## src/rtl/lsu_pkg.sv

```systemverilog
// Shared types for the load/store unit: funct3 encodings, FSM states and the
// registered data-memory request bundle.
package lsu_pkg;

  localparam logic [2:0] F3_B  = 3'b000;
  localparam logic [2:0] F3_H  = 3'b001;
  localparam logic [2:0] F3_W  = 3'b010;
  localparam logic [2:0] F3_BU = 3'b100;
  localparam logic [2:0] F3_HU = 3'b101;

  typedef enum logic [1:0] {
    IDLE = 2'd0,
    REQ  = 2'd1,
    WAIT = 2'd2,
    DONE = 2'd3
  } lsu_state_t;

  typedef struct packed {
    logic        we;
    logic [31:0] addr;
    logic [31:0] wdata;
    logic [3:0]  be;
  } dmem_req_t;

endpackage

```

## src/rtl/lsu_align.sv

```systemverilog
// Combinational datapath of the LSU: legality check, store lane replication
// and byte enables, and load shift/extension of the returned word.
module lsu_align
  import lsu_pkg::*;
(
  input  logic        read,
  input  logic        write,
  input  logic [2:0]  funct3,
  input  logic [1:0]  addr_lo,
  input  logic [31:0] store_data,
  input  logic [2:0]  load_funct3,
  input  logic [1:0]  load_addr_lo,
  input  logic [31:0] rdata,
  output logic        legal,
  output logic [31:0] wdata,
  output logic [3:0]  be,
  output logic [31:0] load_value
);

  logic        size_ok;
  logic        aligned;
  logic [31:0] shifted;

  // Unsigned variants exist only for loads, so they are size-legal only with read.
  always_comb begin
    size_ok = 1'b0;
    aligned = 1'b0;
    case (funct3)
      F3_B:    begin size_ok = 1'b1; aligned = 1'b1;              end
      F3_H:    begin size_ok = 1'b1; aligned = ~addr_lo[0];       end
      F3_W:    begin size_ok = 1'b1; aligned = (addr_lo == 2'b00); end
      F3_BU:   begin size_ok = read; aligned = 1'b1;              end
      F3_HU:   begin size_ok = read; aligned = ~addr_lo[0];       end
      default: begin size_ok = 1'b0; aligned = 1'b0;              end
    endcase
    legal = (read ^ write) & size_ok & aligned;
  end

  always_comb begin
    case (funct3[1:0])
      2'b00: begin
        wdata = {4{store_data[7:0]}};
        be    = 4'b0001 << addr_lo;
      end
      2'b01: begin
        wdata = {2{store_data[15:0]}};
        be    = 4'b0011 << addr_lo;
      end
      default: begin
        wdata = store_data;
        be    = 4'b1111;
      end
    endcase
  end

  always_comb begin
    shifted = rdata >> {load_addr_lo, 3'b000};
    case (load_funct3)
      F3_B:    load_value = {{24{shifted[7]}}, shifted[7:0]};
      F3_H:    load_value = {{16{shifted[15]}}, shifted[15:0]};
      F3_BU:   load_value = {24'h000000, shifted[7:0]};
      F3_HU:   load_value = {16'h0000, shifted[15:0]};
      default: load_value = shifted;
    endcase
  end

endmodule

```

## src/rtl/load_store_unit.sv

```systemverilog
// Memory stage: captures a legal load/store, runs the request/grant/response
// handshake with a timeout, and returns the extended load value.
module load_store_unit
  import lsu_pkg::*;
#(
  parameter int TIMEOUT_CYCLES = 16
) (
  input  logic        CLK,
  input  logic        RESET,
  input  logic [31:0] ADDR,
  input  logic [31:0] STORE_DATA,
  input  logic        MEM_READ,
  input  logic        MEM_WRITE,
  input  logic [2:0]  FUNCT3,
  output logic        STALL,
  output logic [31:0] LOAD_DATA,
  output logic        LSU_FAULT,
  output logic        DMEM_REQ,
  output logic        DMEM_WE,
  output logic [31:0] DMEM_ADDR,
  output logic [31:0] DMEM_WDATA,
  output logic [3:0]  DMEM_BE,
  input  logic        DMEM_GNT,
  input  logic        DMEM_RVALID,
  input  logic [31:0] DMEM_RDATA
);

  localparam int CNT_W = $clog2(TIMEOUT_CYCLES + 1);

  lsu_state_t        state;
  dmem_req_t         dreq;
  logic              dmem_req_q;
  logic              fault_q;
  logic              abort_q;
  logic              is_load_q;
  logic [2:0]        funct3_q;
  logic [1:0]        addr_lo_q;
  logic [31:0]       load_data_q;
  logic [CNT_W-1:0]  tmo_cnt;

  logic              legal;
  logic              start;
  logic              timeout_hit;
  logic [31:0]       wdata;
  logic [3:0]        be;
  logic [31:0]       load_value;

  lsu_align u_align (
    .read         (MEM_READ),
    .write        (MEM_WRITE),
    .funct3       (FUNCT3),
    .addr_lo      (ADDR[1:0]),
    .store_data   (STORE_DATA),
    .load_funct3  (funct3_q),
    .load_addr_lo (addr_lo_q),
    .rdata        (DMEM_RDATA),
    .legal        (legal),
    .wdata        (wdata),
    .be           (be),
    .load_value   (load_value)
  );

  // The cycle after a timeout still sees the aborted instruction; abort_q keeps it from restarting.
  assign start       = (state == IDLE) & ~abort_q & legal;
  assign timeout_hit = (tmo_cnt == CNT_W'(TIMEOUT_CYCLES - 1));

  always_comb begin
    case (state)
      IDLE:    STALL = start;
      REQ:     STALL = 1'b1;
      WAIT:    STALL = 1'b1;
      default: STALL = 1'b0;
    endcase
  end

  always_ff @(posedge CLK) begin
    if (RESET) begin
      state       <= IDLE;
      dreq        <= '0;
      dmem_req_q  <= 1'b0;
      fault_q     <= 1'b0;
      abort_q     <= 1'b0;
      is_load_q   <= 1'b0;
      funct3_q    <= 3'b000;
      addr_lo_q   <= 2'b00;
      load_data_q <= 32'h0000_0000;
      tmo_cnt     <= '0;
    end else begin
      fault_q <= 1'b0;
      abort_q <= 1'b0;
      case (state)
        IDLE: begin
          if (start) begin
            dreq       <= '{we: MEM_WRITE, addr: {ADDR[31:2], 2'b00}, wdata: wdata, be: be};
            dmem_req_q <= 1'b1;
            is_load_q  <= MEM_READ;
            funct3_q   <= FUNCT3;
            addr_lo_q  <= ADDR[1:0];
            tmo_cnt    <= '0;
            state      <= REQ;
          end else if (!abort_q && (MEM_READ || MEM_WRITE)) begin
            fault_q <= 1'b1;
          end
        end
        REQ: begin
          if (DMEM_GNT) begin
            dmem_req_q <= 1'b0;
            tmo_cnt    <= '0;
            state      <= is_load_q ? WAIT : DONE;
          end else if (timeout_hit) begin
            dmem_req_q <= 1'b0;
            fault_q    <= 1'b1;
            abort_q    <= 1'b1;
            state      <= IDLE;
          end else begin
            tmo_cnt <= tmo_cnt + CNT_W'(1);
          end
        end
        WAIT: begin
          if (DMEM_RVALID) begin
            load_data_q <= load_value;
            state       <= DONE;
          end else if (timeout_hit) begin
            fault_q <= 1'b1;
            abort_q <= 1'b1;
            state   <= IDLE;
          end else begin
            tmo_cnt <= tmo_cnt + CNT_W'(1);
          end
        end
        DONE:    state <= IDLE;
        default: state <= IDLE;
      endcase
    end
  end

  assign LOAD_DATA  = load_data_q;
  assign LSU_FAULT  = fault_q;
  assign DMEM_REQ   = dmem_req_q;
  assign DMEM_WE    = dreq.we;
  assign DMEM_ADDR  = dreq.addr;
  assign DMEM_WDATA = dreq.wdata;
  assign DMEM_BE    = dreq.be;

endmodule

```

## config.mk

```make
export PLATFORM = sky130hd
export DESIGN_NAME = load_store_unit
export DESIGN_NICKNAME = d
export VERILOG_FILES = /design/src/rtl/lsu_pkg.sv /design/src/rtl/lsu_align.sv /design/src/rtl/load_store_unit.sv
export SDC_FILE = /design/constraint.sdc
export NUM_CORES = 1
export LEC_CHECK = 0
export ABC_AREA = 1
export BUFFER_PORTS_ARGS = -buffer_cell sky130_fd_sc_hd__buf_2
export CELL_PAD_IN_SITES_DETAIL_PLACEMENT = 1
export CELL_PAD_IN_SITES_GLOBAL_PLACEMENT = 1
export CORE_ASPECT_RATIO = 1.5
export CORE_MARGIN = 5
export CORE_UTILIZATION = 33
export DETAILED_ROUTE_END_ITERATION = 12
export HOLD_SLACK_MARGIN = 0.1
export PLACE_DENSITY_LB_ADDON = 0.2
export SLEW_MARGIN = 5
export SYNTH_ARGS = -nofsm -noshare
export SYNTH_HDL_FRONTEND = slang
export SYNTH_SLANG_ARGS = --single-unit
```

## constraint.sdc

```tcl
create_clock -name CLK -period 2.22 [get_ports CLK]
set_clock_uncertainty 0.05 [all_clocks]
set_input_delay 0.444 -clock CLK [delete_from_list [all_inputs] [get_ports CLK]]
set_output_delay 0.444 -clock CLK [all_outputs]
set_load 0.02 [all_outputs]
```

# Word level (Yosys, flattened, before mapping)
# Cells that the tools add are included.
[word_totals]
regBits = 115
latchBits = 0
ram_bits = 0
rom_bits = 0
inputBits = 105
out_inout_bits = 104
word_cells = 86
n_memories = 0
[classes]
addsub = 1
n_mul = 0
n_div = 0
n_lt_le_gt_ge = 0
n_eq_ne = 15
n_shift = 3
mux = 28
bitwise_logic = 7
reduce_logical = 19
[op_table]
columns = ["operator", "count"]
rows = [
  ["$pmux 32 s4", 1],
  ["$pmux 32 s2", 1],
  ["$shr 32x5->32", 1],
  ["$mux 5", 4],
  ["$pmux 5 s3", 1],
  ["$eq 3x3->1 const B", 4],
  ["$mux 1", 9],
  ["$mux 2", 4],
  ["$pmux 1 s2", 4],
  ["$pmux 2 s4", 1],
  ["$pmux 4 s2", 1],
  ["$reduce_or 2->1", 4],
  ["$eq 3x1->1 const B", 2],
  ["$logic_not 2->1", 3],
  ["$logic_not 3->1", 2],
  ["$pmux 1 s3", 2],
  ["$reduce_and 3->1", 2],
  ["$add 5x1->5 const B", 1],
  ["$eq 5x4->1 const B", 1],
  ["$and 1x1->1", 4],
  ["$eq 2x1->1 const B", 2],
  ["$eq 2x2->1 const B", 2],
  ["$ne 2x2->1 const B", 2],
  ["$reduce_and 2->1", 2],
  ["other kinds (12)", 13],
]

# Depth between registers and ports, before layout
# Gate-level depths: netlist (run 1).
[depth]
ltp_word = 8
depth_mapped = 10
depth_no_buf = 10

# Cells and area by module
# Synthesis (run 1) repeated with hierarchy kept, for this count alone.
[hier_totals]
hier_cells = 826
area_unflattened_um2 = 5744.3
[modules_own_cells]
columns = ["mod", "n_inst", "cells_each", "area_per_inst_um2", "seq_area_each_um2"]
rows = [
  ["load_store_unit", 1, 570, 4396.7, 2302.2],
  ["lsu_align", 1, 256, 1347.5, 0.0],
]

# Worst setup path before layout (run 1)
# No wires, ideal clock.
[synth_path]
kind = "input-to-output"
start = "input port MEM_READ"
end = "output port STALL"
arrival_ns = 1.629
required_time_ns = 1.726
path_slack_ns = 0.097
path_stages = 7
path_buffers = 1
cell_sequence = "inv_1 -> ha_1 -> nand2_1 -> nor2_1 -> nand3_2 -> clkbuf_1 -> a21oi_1"
[synth_via]
elab_chain_len = 5
word_cells_on_any_way = 6
classes_between = "mux (2); bitwise (4)"
[synth_lines]
columns = ["item", "line", "rtl"]
rows = [
  ["from (decl)", "load_store_unit.sv:12", "input logic MEM_READ,"],
  ["$pmux 1 s2 / $xor 1x1->1 (equally long branches)", "lsu_align.sv:28, lsu_align.sv:36", ""],
  ["$and 1x1->1 (*) (2 in series)", "lsu_align.sv:36", "legal = (read ^ write) & size_ok & aligned;"],
  ["$and 1x1->1 (*)", "load_store_unit.sv:64", "assign start = (state == IDLE) & ~abort_q & legal;"],
  ["$pmux 1 s2 (*)", "load_store_unit.sv:68", "case (state)"],
  ["to (decl)", "load_store_unit.sv:15", "output logic STALL,"],
]
# Every way passes the cells marked *; elsewhere a longest branch is shown, timed or not.

# Final worst setup path (run 1)
[layout_path]
start = "register state[0]"
end = "output port STALL"
[layout_via]
elab_chain_len = 4
word_cells_on_any_way = 7
classes_between = "eq/ne (2); mux (1); bitwise (2); reduce/logical (2)"
[layout_lines]
columns = ["item", "line", "rtl"]
rows = [
  ["from (decl)", "load_store_unit.sv:30", "lsu_state_t state;"],
  ["from (signal assigned)", "load_store_unit.sv:109", "state <= is_load_q ? WAIT : DONE;"],
  ["$logic_not 2->1", "load_store_unit.sv:64, load_store_unit.sv:68", ""],
  ["$and 1x1->1 (2 in series)", "load_store_unit.sv:64", ""],
  ["$pmux 1 s2 (*)", "load_store_unit.sv:68", ""],
]
# Marked as above.

==> flow_metrics.py, run 1 <==
metrics = {
    "yosys": {
        "synthXorXnorAreaFrac_pct": 0,
        "synth_seq_area_share_pct": 42.1,
        "yosys.cell_types.count": 27,
        "synthMuxAreaShare_pct": 0,
        "synthSimpleGateAreaFrac_pct": 27.0,
        "syn_area_per_cell_sq_um": 6.75,
        "synth_top_family_by_area": "simple AND/OR/NAND/NOR gates",
        "synth_edf_count": 0,
        "ys_ff_latch": 115,
        "ys_async_sr_fraction_pct": 0,
        "synthAdderAreaFrac_pct": 1.60,
        "synth_ff_type": "dfxtp_1",
        "yosysWarnings": 0,
        "synthCells": 810,
        "synth.cell_area_sq_um": 5470,
        "synth_compound_area_share_pct": 19.6,
    },
    "route": {
        "drt_first_iter_violations": 213,
        "viasPerCell": 4.88,
        "post_drt_wl_per_cell_um": 16.2,
        "ant_nets": 0,
        "vias": 5975,
        "route.detailed.drc": 0,
        "wirelength_um": 19800,
        "first_pass_iters": 4,
    },
    "die": {
        "die_y_um": 168,
        "core_sq_um": 16300,
        "io_pins": 209,
        "start_util_pct": 33.6,
        "die_w_um": 115,
        "die-area_sq_um": 19300,
        "rows": 57,
    },
    "hold_path": {
        "hold_path_class": "primary input to register",
        "hold_start": "ADDR[20]",
    },
    "timing": {
        "layout_setup_ws_ps": 96.3,
        "slew_headroom_pct": 37.0,
        "fin_setup_tns_ps": 0,
        "slew_violations": 0,
        "final_hold_viol_count": 0,
        "setup_viol": 0,
        "max_freq_ghz": 0.471,
        "rsz0062_at_grt": "no",
        "fin_crit_sh_pct": 95.7,
        "max_slew.worst_pin.slew_ps": 942,
        "fin_crit_ps": 2120,
    },
    "power_and_ir_drop": {
        "p_leak_nw": 3.71,
        "clock_power_share_pct": 34.5,
        "p_int_mw": 4.94,
        "pwr-share-seq_pct": 33.4,
        "sw_frac_of_total_pct": 36.8,
        "vdd_drop_max_mv": 0.540,
        "comb_power_share_pct": 32.2,
        "power.density_nw_per_um2": 1070,
        "p_sw_mw": 2.87,
    },
    "final_layout": {
        "final_cell_mix": "233 x nand2_1, 205 x buf_2, 113 x dfxtp_1, 96 x a21oi_1, 84 x nor2_1",
        "syn2layout_area_growth_pct": 33.3,
        "drive_gt1_share_pct": 27.6,
        "n_fill_cell": 2190,
        "fin_nets": 1117,
        "final_common_cell": "nand2_1",
    },
    "cts": {
        "worstSkewPairLatency_ps": 420,
        "cts_buffers": 17,
        "ctsHoldBuffers": 0,
        "path_clk_slew_ps": 60,
        "cts.path.max_buffers": 2,
        "root_buffer": "clkbuf_16",
        "cts_tree": "yes",
        "htreeDepth": 4,
        "cts_sinks": 115,
    },
    "setup_path": {
        "path_buf_inv": 3,
        "path_max_fanout": 5,
        "cp-startpoint": "state[0]",
        "critPathArrivalTime_ps": 1630,
        "crit_required_ps": 1730,
        "critPathCaptureType": "output port",
        "worstSetupPathType": "register to output port",
        "critPathMaxStageDelay_ps": 350,
        "crit_path_top_delay_cell": "dfxtp_2",
        "cp-start-kind": "register",
        "r2r-start": "state[0]",
        "cp_cell_sequence": "inv_2, ha_2, inv_1, nor2_2, nand3_2, a21oi_2, buf_4",
        "path_delay_family": "flip-flops",
    },
    "placement": {
        "gp_congestion": 0.845,
        "port_buffers": 206,
        "dp_slack_ps": 148,
        "place_hpwl_um": 15000,
    },
    "run_status": {
        "status": "finished, final reports clean",
    },
    "grt": {
        "grt_pass1_vias": 6053,
        "grtUsageMet2_pct": 36.9,
        "antenna_found_initial": 2,
        "use_met3_pct": 6.35,
        "grt_start_max_net_pins": 81,
        "grt-busiest-layer": "met2",
        "track_usage_pct": 20.4,
        "grt_overflow_total": 0,
        "grt_pass1_wl_um": 31100,
        "use_met1_pct": 21.6,
    },
    "flow_run": {
        "drv_cap": 0,
    },
}
[layout make-up]
type	count	area [sq um]	share of cell area (%)
multi-input combinational	572	2650	36.3
timing repair buffer	229	1230	16.9
sequential	115	2300	31.6
inverter	70	263	3.61
antenna	2	5.00	0.0687
tap	206	258	3.54
clock buffer	19	443	6.08
clock inverter	12	134	1.84
[path summary, 6_finish.rpt]
check                                endpoint  slack [ps]  cells after the start
worst max-delay path                    STALL         100                      7
worst min-delay path            DMEM_ADDR[20]         220                      3
worst max register to register     tmo_cnt[1]         300                     13
worst min register to register  DMEM_WDATA[7]         410                      2
[through the flow]
| step | instance area (sq um) | utilization, % | power [mW] | hold WS, ps | instances |
|---|---|---|---|---|---|
| floorplan | 5470 | - | 4.29 | 395 | 811 |
| CTS | 7280 | 44.8 | 7.93 | 200 | 1223 |
| finish | 7290 | 44.8 | 7.81 | 217 | 1225 |
| detailed placement | 6680 | 41.1 | 5.16 | 403 | 1191 |
| global placement | 6680 | 41.1 | 5.10 | 400 | 1191 |
| global route | 7280 | 44.8 | 8.30 | 208 | 1223 |
[logic make-up (layout without fill, tap and decap cells)]
| kind of cell | count (synthesis) | in the layout |
|---|---|---|
| and+or+nand+nor | 370 | 370 |
| other | 1 | 4 |
| DFF | 115 | 115 |
| adders and majority gates | 7 | 7 |
| AOI/OAI and AO/OA | 193 | 193 |
| buffers and inverters | 124 | 330 |
[tightest hold or removal path, stage by stage]
cell	delay (ps)
buf_2	100
nand2_1	50
a21oi_1	50
[power by group through the flow]
| stage | combinational (mW) | clock [mW] | sequential [mW] |
|---|---|---|---|
| after floorplan | 1.37 | 0 | 2.92 |
| after global placement | 2.47 | 0 | 2.64 |
| after detailed placement | 2.52 | 0 | 2.64 |
| after CTS | 2.56 | 2.76 | 2.61 |
| after global routing | 2.80 | 2.85 | 2.65 |
| final | 2.51 | 2.69 | 2.61 |
[layer usage]
layer	routed length [um]	vias to the layer above
li1	-	3002
met1	7500	2764
met2	10400	172
met3	1360	33
met4	540	4
met5	25	-
[Yosys cell counts, drive strengths merged (9+ instances only)]
cell	n	share of area, %
o211ai	18	2.6
inv	69	4.7
clkbuf	31	2.1
a21oi	97	8.9
a31oi	15	1.7
or2	9	1.0
o21ai	49	4.5
nor2	86	6.0
nand3	39	3.7
nand2	234	16
buf	23	2.7
dfxtp	115	42
[flip-flops by register name (all words and copies together) (netlist names), 2 cells and up]
| register | cells |
|---|---|
| addr_lo_q | 2 |
| state | 2 |
| funct3_q | 3 |
| DMEM_BE | 4 |
| DMEM_ADDR | 30 |
| tmo_cnt | 5 |
| LOAD_DATA | 32 |
| DMEM_WDATA | 32 |
[what timing repair did]
item,4_1_cts,5_1_grt
endpoints found under the setup margin,1,1
pin swaps,2,0
setup buffers,1,0
gates resized for setup,6,2
Note: power is estimated with default switching activity, not from simulation.
==> run 2: changes to the inputs <==
Settings changed: CORE_ASPECT_RATIO 1.5 to not set.
==> run 2 against run 1 <==
Wire length fell by 2.4%; worst setup slack improved by 1.5 ps; combinational power barely moved; final cell count rose by 0.90%; largest cell class unchanged; design area rose by 0.69%; non-clock buffer count fell by 3; die area fell by 0.28%; first-iteration DRC count rose by 35%; critical path depth did not move; via count fell by 0.35%; sequential share of layout area fell by 0.22 points; clock power rose by 6%.
==> flow_metrics.py, run 2 (synthesized netlist as in run 1, its figures left out) <==
metrics = {
    "setup_path": {
        "r2r-start": "addr_lo_q[0]",
        "path_delay_family": "flip-flops",
        "reg2regPathDepth": 8,
        "r2r-end": "LOAD_DATA[28]",
        "critPathArrivalTime_ps": 1630,
        "critPathCaptureType": "output port",
        "cp-start-kind": "register",
        "cp_cell_sequence": "inv_2, ha_2, inv_1, nor2_1, nand3_2, a21oi_2, buf_4",
        "crit_path_top_delay_cell": "dfxtp_2",
        "path_buf_inv": 3,
        "r2r_slack_ps": 190,
        "cp-startpoint": "state[0]",
        "crit_required_ps": 1730,
        "critPathMaxStageDelay_ps": 340,
        "worstSetupPathType": "register to output port",
        "path_max_fanout": 5,
    },
    "run_status": {
        "status": "finished, final reports clean",
    },
    "die": {
        "die_w_um": 139,
        "io_pins": 209,
        "die_y_um": 139,
        "core_sq_um": 16400,
        "start_util_pct": 33.3,
        "die-area_sq_um": 19200,
        "rows": 47,
    },
    "route": {
        "route.detailed.drc": 0,
        "viasPerCell": 4.82,
        "drt_first_iter_violations": 288,
        "wirelength_um": 19400,
        "ant_nets": 0,
        "first_pass_iters": 5,
        "vias": 5954,
        "post_drt_wl_per_cell_um": 15.7,
    },
    "timing": {
        "fin_crit_sh_pct": 95.6,
        "slew_violations": 0,
        "slew_headroom_pct": 38.7,
        "final_hold_viol_count": 0,
        "fin_setup_tns_ps": 0,
        "fin_crit_ps": 2120,
        "setup_viol": 0,
        "max_freq_ghz": 0.471,
        "max_slew.worst_pin.slew_ps": 917,
        "rsz0062_at_grt": "no",
    },
    "final_layout": {
        "drive_gt1_share_pct": 27.5,
        "finalInstanceArea_sq_um": 7340,
        "fin_nets": 1114,
        "final_cell_mix": "233 x nand2_1, 205 x buf_2, 113 x dfxtp_1, 96 x a21oi_1, 85 x nor2_1",
        "syn2layout_area_growth_pct": 34.2,
        "final_common_cell": "nand2_1",
        "fin_cells": 1236,
        "utilization_pct": 44.7,
    },
    "grt": {
        "grt_pass1_wl_um": 31500,
        "grt_pass1_vias": 6179,
        "track_usage_pct": 19.9,
        "grt_start_max_net_pins": 81,
        "grt_overflow_total": 0,
        "antenna_found_initial": 2,
    },
    "cts": {
        "htreeDepth": 4,
        "cts_sinks": 115,
        "path_clk_slew_ps": 60,
        "cts_tree": "yes",
        "root_buffer": "clkbuf_16",
        "worstSkewPairLatency_ps": 410,
        "cts_buffers": 17,
        "cts.path.max_buffers": 2,
    },
    "hold_path": {
        "whs_endpoint": "DMEM_ADDR[10]",
        "hold_path_class": "primary input to register",
        "min_path_cells": 3,
        "hold_start": "ADDR[10]",
    },
    "power_and_ir_drop": {
        "pwr-share-seq_pct": 32.7,
        "vdd_drop_max_mv": 0.631,
        "p_sw_mw": 2.89,
        "p_int_mw": 5.08,
        "clock_power_share_pct": 35.8,
        "comb_power_share_pct": 31.5,
        "power.density_nw_per_um2": 1090,
        "sw_frac_of_total_pct": 36.3,
        "p_leak_nw": 3.72,
    },
    "placement": {
        "port_buffers": 206,
        "place_hpwl_um": 14000,
        "gp_congestion": 0.792,
        "placed_area_sq_um": 6700,
        "placed_cells": 1202,
    },
    "flow_run": {
        "drv_cap": 0,
    },
}
## run 2: cell types whose count changed in the layout (fill, tap and decap cells not counted)
cell,change
inv_6,+4
clkbuf_1,-1
nor2_2,-1
clkinv_4,-3
buf_12,+2
buf_4,-5
bufinv_16,+1
nor2_1,+1
diode_2,-1
## run 2: metrics by stage
| step | power (mW) | hold slack (ps) | setup WS (ps) |
|---|---|---|---|
| floorplan | 4.29 | 395 | 96.8 |
| global placement | 5.09 | 399 | 186 |
| detailed placement | 5.13 | 401 | 97.8 |
| CTS | 8.05 | 203 | 8.44 |
| global route | 8.47 | 213 | 15.7 |
| finish | 7.97 | 224 | 97.9 |
## run 2: power by group through the flow
stage / clock network (mW) / logic, mW / registers (mW)
6_report: 2.85 / 2.51 / 2.61
5_1_grt: 3.01 / 2.81 / 2.65
4_1_cts: 2.92 / 2.53 / 2.60
3_5_place_dp: 0 / 2.49 / 2.64
3_3_place_gp: 0 / 2.46 / 2.64
2_1_floorplan: 0 / 1.37 / 2.92
## run 2: layout make-up
class	instances	area (sq um)
Inverter	70	263
Antenna cell	1	2.50
Sequential cell	115	2300
Multi-Input combinational cell	572	2650
Clock buffer	18	439
Tap cell	220	275
Timing Repair Buffer	226	1230
Clock inverter	14	173
Fill cell	2150	9070
## run 2: how the worst max path moves through the flow
| stage | cells past startpoint | to |
|---|---|---|
| floorplan | 7 | STALL |
| global placement | 10 | is_load_q |
| detailed placement | 10 | DMEM_WDATA[27] |
| CTS | 7 | STALL |
| global route | 7 | STALL |
| finish | 7 | STALL |
## run 2: timing repair
action | in CTS | in global routing
buffers inserted | 1 | 0
cloned | 0 | 0
hold buffers | 0 | 0
endpoints found under the hold margin | 0 | 0
pin swaps | 1 | 0
gates resized for setup | 2 | 5
setup endpoints to repair | 1 | 1
## run 2: worst register-to-register path, delay by kind of cell, from the launching register on
kind,cells,cell delay (ps)
flops,1,450
simple gates,4,560
compound gates,1,370
buf+inv,3,500
## run 2: per-layer routing
layer	vias to the layer above	global-route usage [%]	wire length [um]
met5	-	0	13
met4	2	6.69	297
met1	2757	24.4	8410
met2	171	33.6	9350
li1	2997	-	-
met3	27	5.69	1280
==> run 3: changes to the inputs <==
Settings changed: ABC_AREA 1 to not set, CORE_UTILIZATION 33 to 34.
==> run 3 against run 2 <==
Design area decreased by 3.3%; die area fell by 7.0%; count of clock-buffer cells in the layout is 3 higher; global-route usage is 0.41 points higher; critical path type unchanged; register-to-register slack improved by 40 ps; synthesized cell count fell by 21%.
==> flow_metrics.py, run 3 <==
metrics = {
    "run_status": {
        "status": "finished, final reports clean",
    },
    "setup_path": {
        "critPathArrivalTime_ps": 1630,
        "worstSetupPathType": "register to output port",
        "path_max_fanout": 4,
        "critPathCaptureType": "output port",
        "cp-start-kind": "register",
        "crit_required_ps": 1730,
    },
    "grt": {
        "track_usage_pct": 20.3,
        "grt_pass1_wl_um": 29200,
        "grt_start_max_net_pins": 93,
        "grt_pass1_vias": 5696,
        "antenna_found_initial": 0,
        "grt_overflow_total": 0,
    },
    "yosys": {
        "synth_area_leader_cell": "dfxtp_1",
        "synth_edf_count": 0,
        "synthXorXnorAreaFrac_pct": 0,
        "yosys.cell_types.count": 48,
        "synth_top_area_share_pct": 44.2,
        "syn_area_per_cell_sq_um": 8.13,
        "synthTopCellsByArea": "dfxtp_1 44%, nand2_1 11%, a21oi_1 8.4%",
        "synthSimpleGateAreaFrac_pct": 17.4,
        "ys_ff_latch": 115,
        "yosysWarnings": 0,
        "synthMuxAreaShare_pct": 8.48,
        "synth_top_family_by_area": "compound AO/OA/AOI/OAI gates",
        "synth_seq_area_share_pct": 44.2,
        "synthAdderAreaFrac_pct": 1.68,
        "ys_top_cells_by_count": "155 x nand2_1, 115 x dfxtp_1, 87 x a21oi_1",
        "synth_most_common_cell": "nand2_1",
        "synthCells": 640,
        "ys_async_sr_fraction_pct": 0,
        "synth_compound_area_share_pct": 22.8,
        "synth.cell_area_sq_um": 5210,
        "synth_ff_type": "dfxtp_1",
    },
    "cts": {
        "ctsHoldBuffers": 0,
        "htreeDepth": 4,
        "cts.path.max_buffers": 2,
        "cts_sinks": 115,
        "path_clk_slew_ps": 60,
        "cts_tree": "yes",
        "worstSkewPairLatency_ps": 410,
        "cts_buffers": 17,
        "root_buffer": "clkbuf_16",
    },
    "power_and_ir_drop": {
        "p_int_mw": 4.42,
        "sw_frac_of_total_pct": 28.1,
        "p_leak_nw": 3.14,
        "vdd_drop_max_mv": 0.563,
        "p_sw_mw": 1.73,
        "comb_power_share_pct": 19.2,
        "power.density_nw_per_um2": 867,
        "pwr-share-seq_pct": 36.9,
        "clock_power_share_pct": 43.9,
    },
    "placement": {
        "port_buffers": 206,
        "placed_area_sq_um": 6450,
        "place_hpwl_um": 13300,
        "gp_congestion": 0.802,
    },
    "final_layout": {
        "final_cell_mix": "204 x buf_2, 155 x nand2_1, 113 x dfxtp_1, 87 x a21oi_1",
        "final_common_cell": "buf_2",
        "finalInstanceArea_sq_um": 7100,
        "fin_nets": 948,
        "diodes": 0,
        "syn2layout_area_growth_pct": 36.3,
        "drive_gt1_share_pct": 34.4,
        "utilization_pct": 47.0,
    },
    "die": {
        "core_sq_um": 15100,
        "rows": 45,
        "die_y_um": 134,
        "die-area_sq_um": 17900,
        "start_util_pct": 34.5,
        "io_pins": 209,
        "die_w_um": 134,
    },
    "route": {
        "ant_nets": 0,
        "viasPerCell": 5.22,
        "wirelength_um": 18200,
        "route.detailed.drc": 0,
        "drt_first_iter_violations": 246,
        "vias": 5412,
        "post_drt_wl_per_cell_um": 17.5,
        "first_pass_iters": 4,
    },
    "timing": {
        "setup_viol": 0,
        "slew_headroom_pct": 47.2,
        "max_slew.worst_pin.slew_ps": 791,
        "fin_crit_sh_pct": 95.6,
        "final_hold_viol_count": 0,
        "max_freq_ghz": 0.471,
        "rsz0062_at_grt": "no",
        "fin_crit_ps": 2120,
        "slew_violations": 0,
        "fin_setup_tns_ps": 0,
    },
    "hold_path": {
        "hold_path_class": "primary input to register",
    },
    "flow_run": {
        "drv_cap": 0,
    },
}
==> run 3: cell count changes after synthesis, sizes merged, moves of 10 or more <==
cell,before,now
a311oi,0,12
mux2i,0,25
inv,69,9
a211oi,0,12
mux2,0,15
a21oi,97,87
o21ai,49,36
nand2,234,155
nor2,86,37
nand3,39,4
a31oi,15,3
==> run 3: worst max-delay path: stages (launching register included) <==
cell     delay [ps]
dfxtp_4         360
inv_2            70
ha_4            130
nor2b_4         150
and4_4          230
nor2_1           50
nor2_2           90
buf_6           130
==> run 3: cell families after synthesis <==
group / Yosys count
AO/OA/AOI/OAI: 189
multiplexers: 41
AND/OR/NAND/NOR: 222
other: 1
adder cells (fa/ha/maj): 7
flip-flops: 115
buffers and inverters: 65
==> run 3: metal layers <==
layer	part of all wire (%)	vias up	global-route usage (%)	wire length [um]
li1	-	2610	-	-
met1	41	2587	23.7	7520
met2	49	180	35.1	8960
met3	6.9	35	5.97	1260
met4	2.4	0	7.54	436
met5	0	-	0	0
==> run 3: final cells by class <==
| class | instances | area, sq um |
|---|---|---|
| flip-flops and latches | 115 | 2310 |
| inverters | 10 | 37.5 |
| fillers | 1882 | 7990 |
| clock inverters | 10 | 106 |
| well taps | 188 | 235 |
| clock buffers | 21 | 480 |
| multi-input cells | 461 | 2670 |
| repair buffers | 231 | 1260 |
==> run 3: path summary, 6_finish.rpt <==
kind,from,endpoint,slack (ps),cells past startpoint
min,ADDR[23],DMEM_ADDR[23],220,3
max reg2reg,state[0],tmo_cnt[0],230,7
max,state[0],STALL,100,7
min reg2reg,DMEM_ADDR[4],DMEM_ADDR[4],400,2
==> run 3: through the flow <==
stage / std cells / worst slack (ps) / hold slack, ps / total power, mW
final: 1036 / 97.8 / 217 / 6.15
after CTS: 1035 / 4.97 / 201 / 6.22
after global routing: 1036 / 12.4 / 210 / 6.44
after global placement: 1001 / 24.2 / 382 / 3.40
after detailed placement: 1001 / -70.9 / 394 / 3.44
after floorplan: 641 / 4.87 / 366 / 3.00
==> run 3: power groups by stage <==
| stage | registers, mW | clock network [mW] | logic, mW |
|---|---|---|---|
| after global placement | 2.30 | 0 | 1.10 |
| after detailed placement | 2.31 | 0 | 1.13 |
| after global routing | 2.29 | 2.86 | 1.30 |
| after CTS | 2.27 | 2.77 | 1.18 |
| after floorplan | 2.43 | 0 | 0.574 |
| final | 2.27 | 2.70 | 1.18 |
==> run 3: what timing repair did <==
| action | CTS | global route |
|---|---|---|
| pin swaps | 0 | 2 |
| buffers inserted | 3 | 1 |
| gates cloned | 0 | 0 |
| gates resized for setup | 8 | 4 |
| hold endpoints to repair | 0 | 0 |
| endpoints found under the setup margin | 1 | 1 |
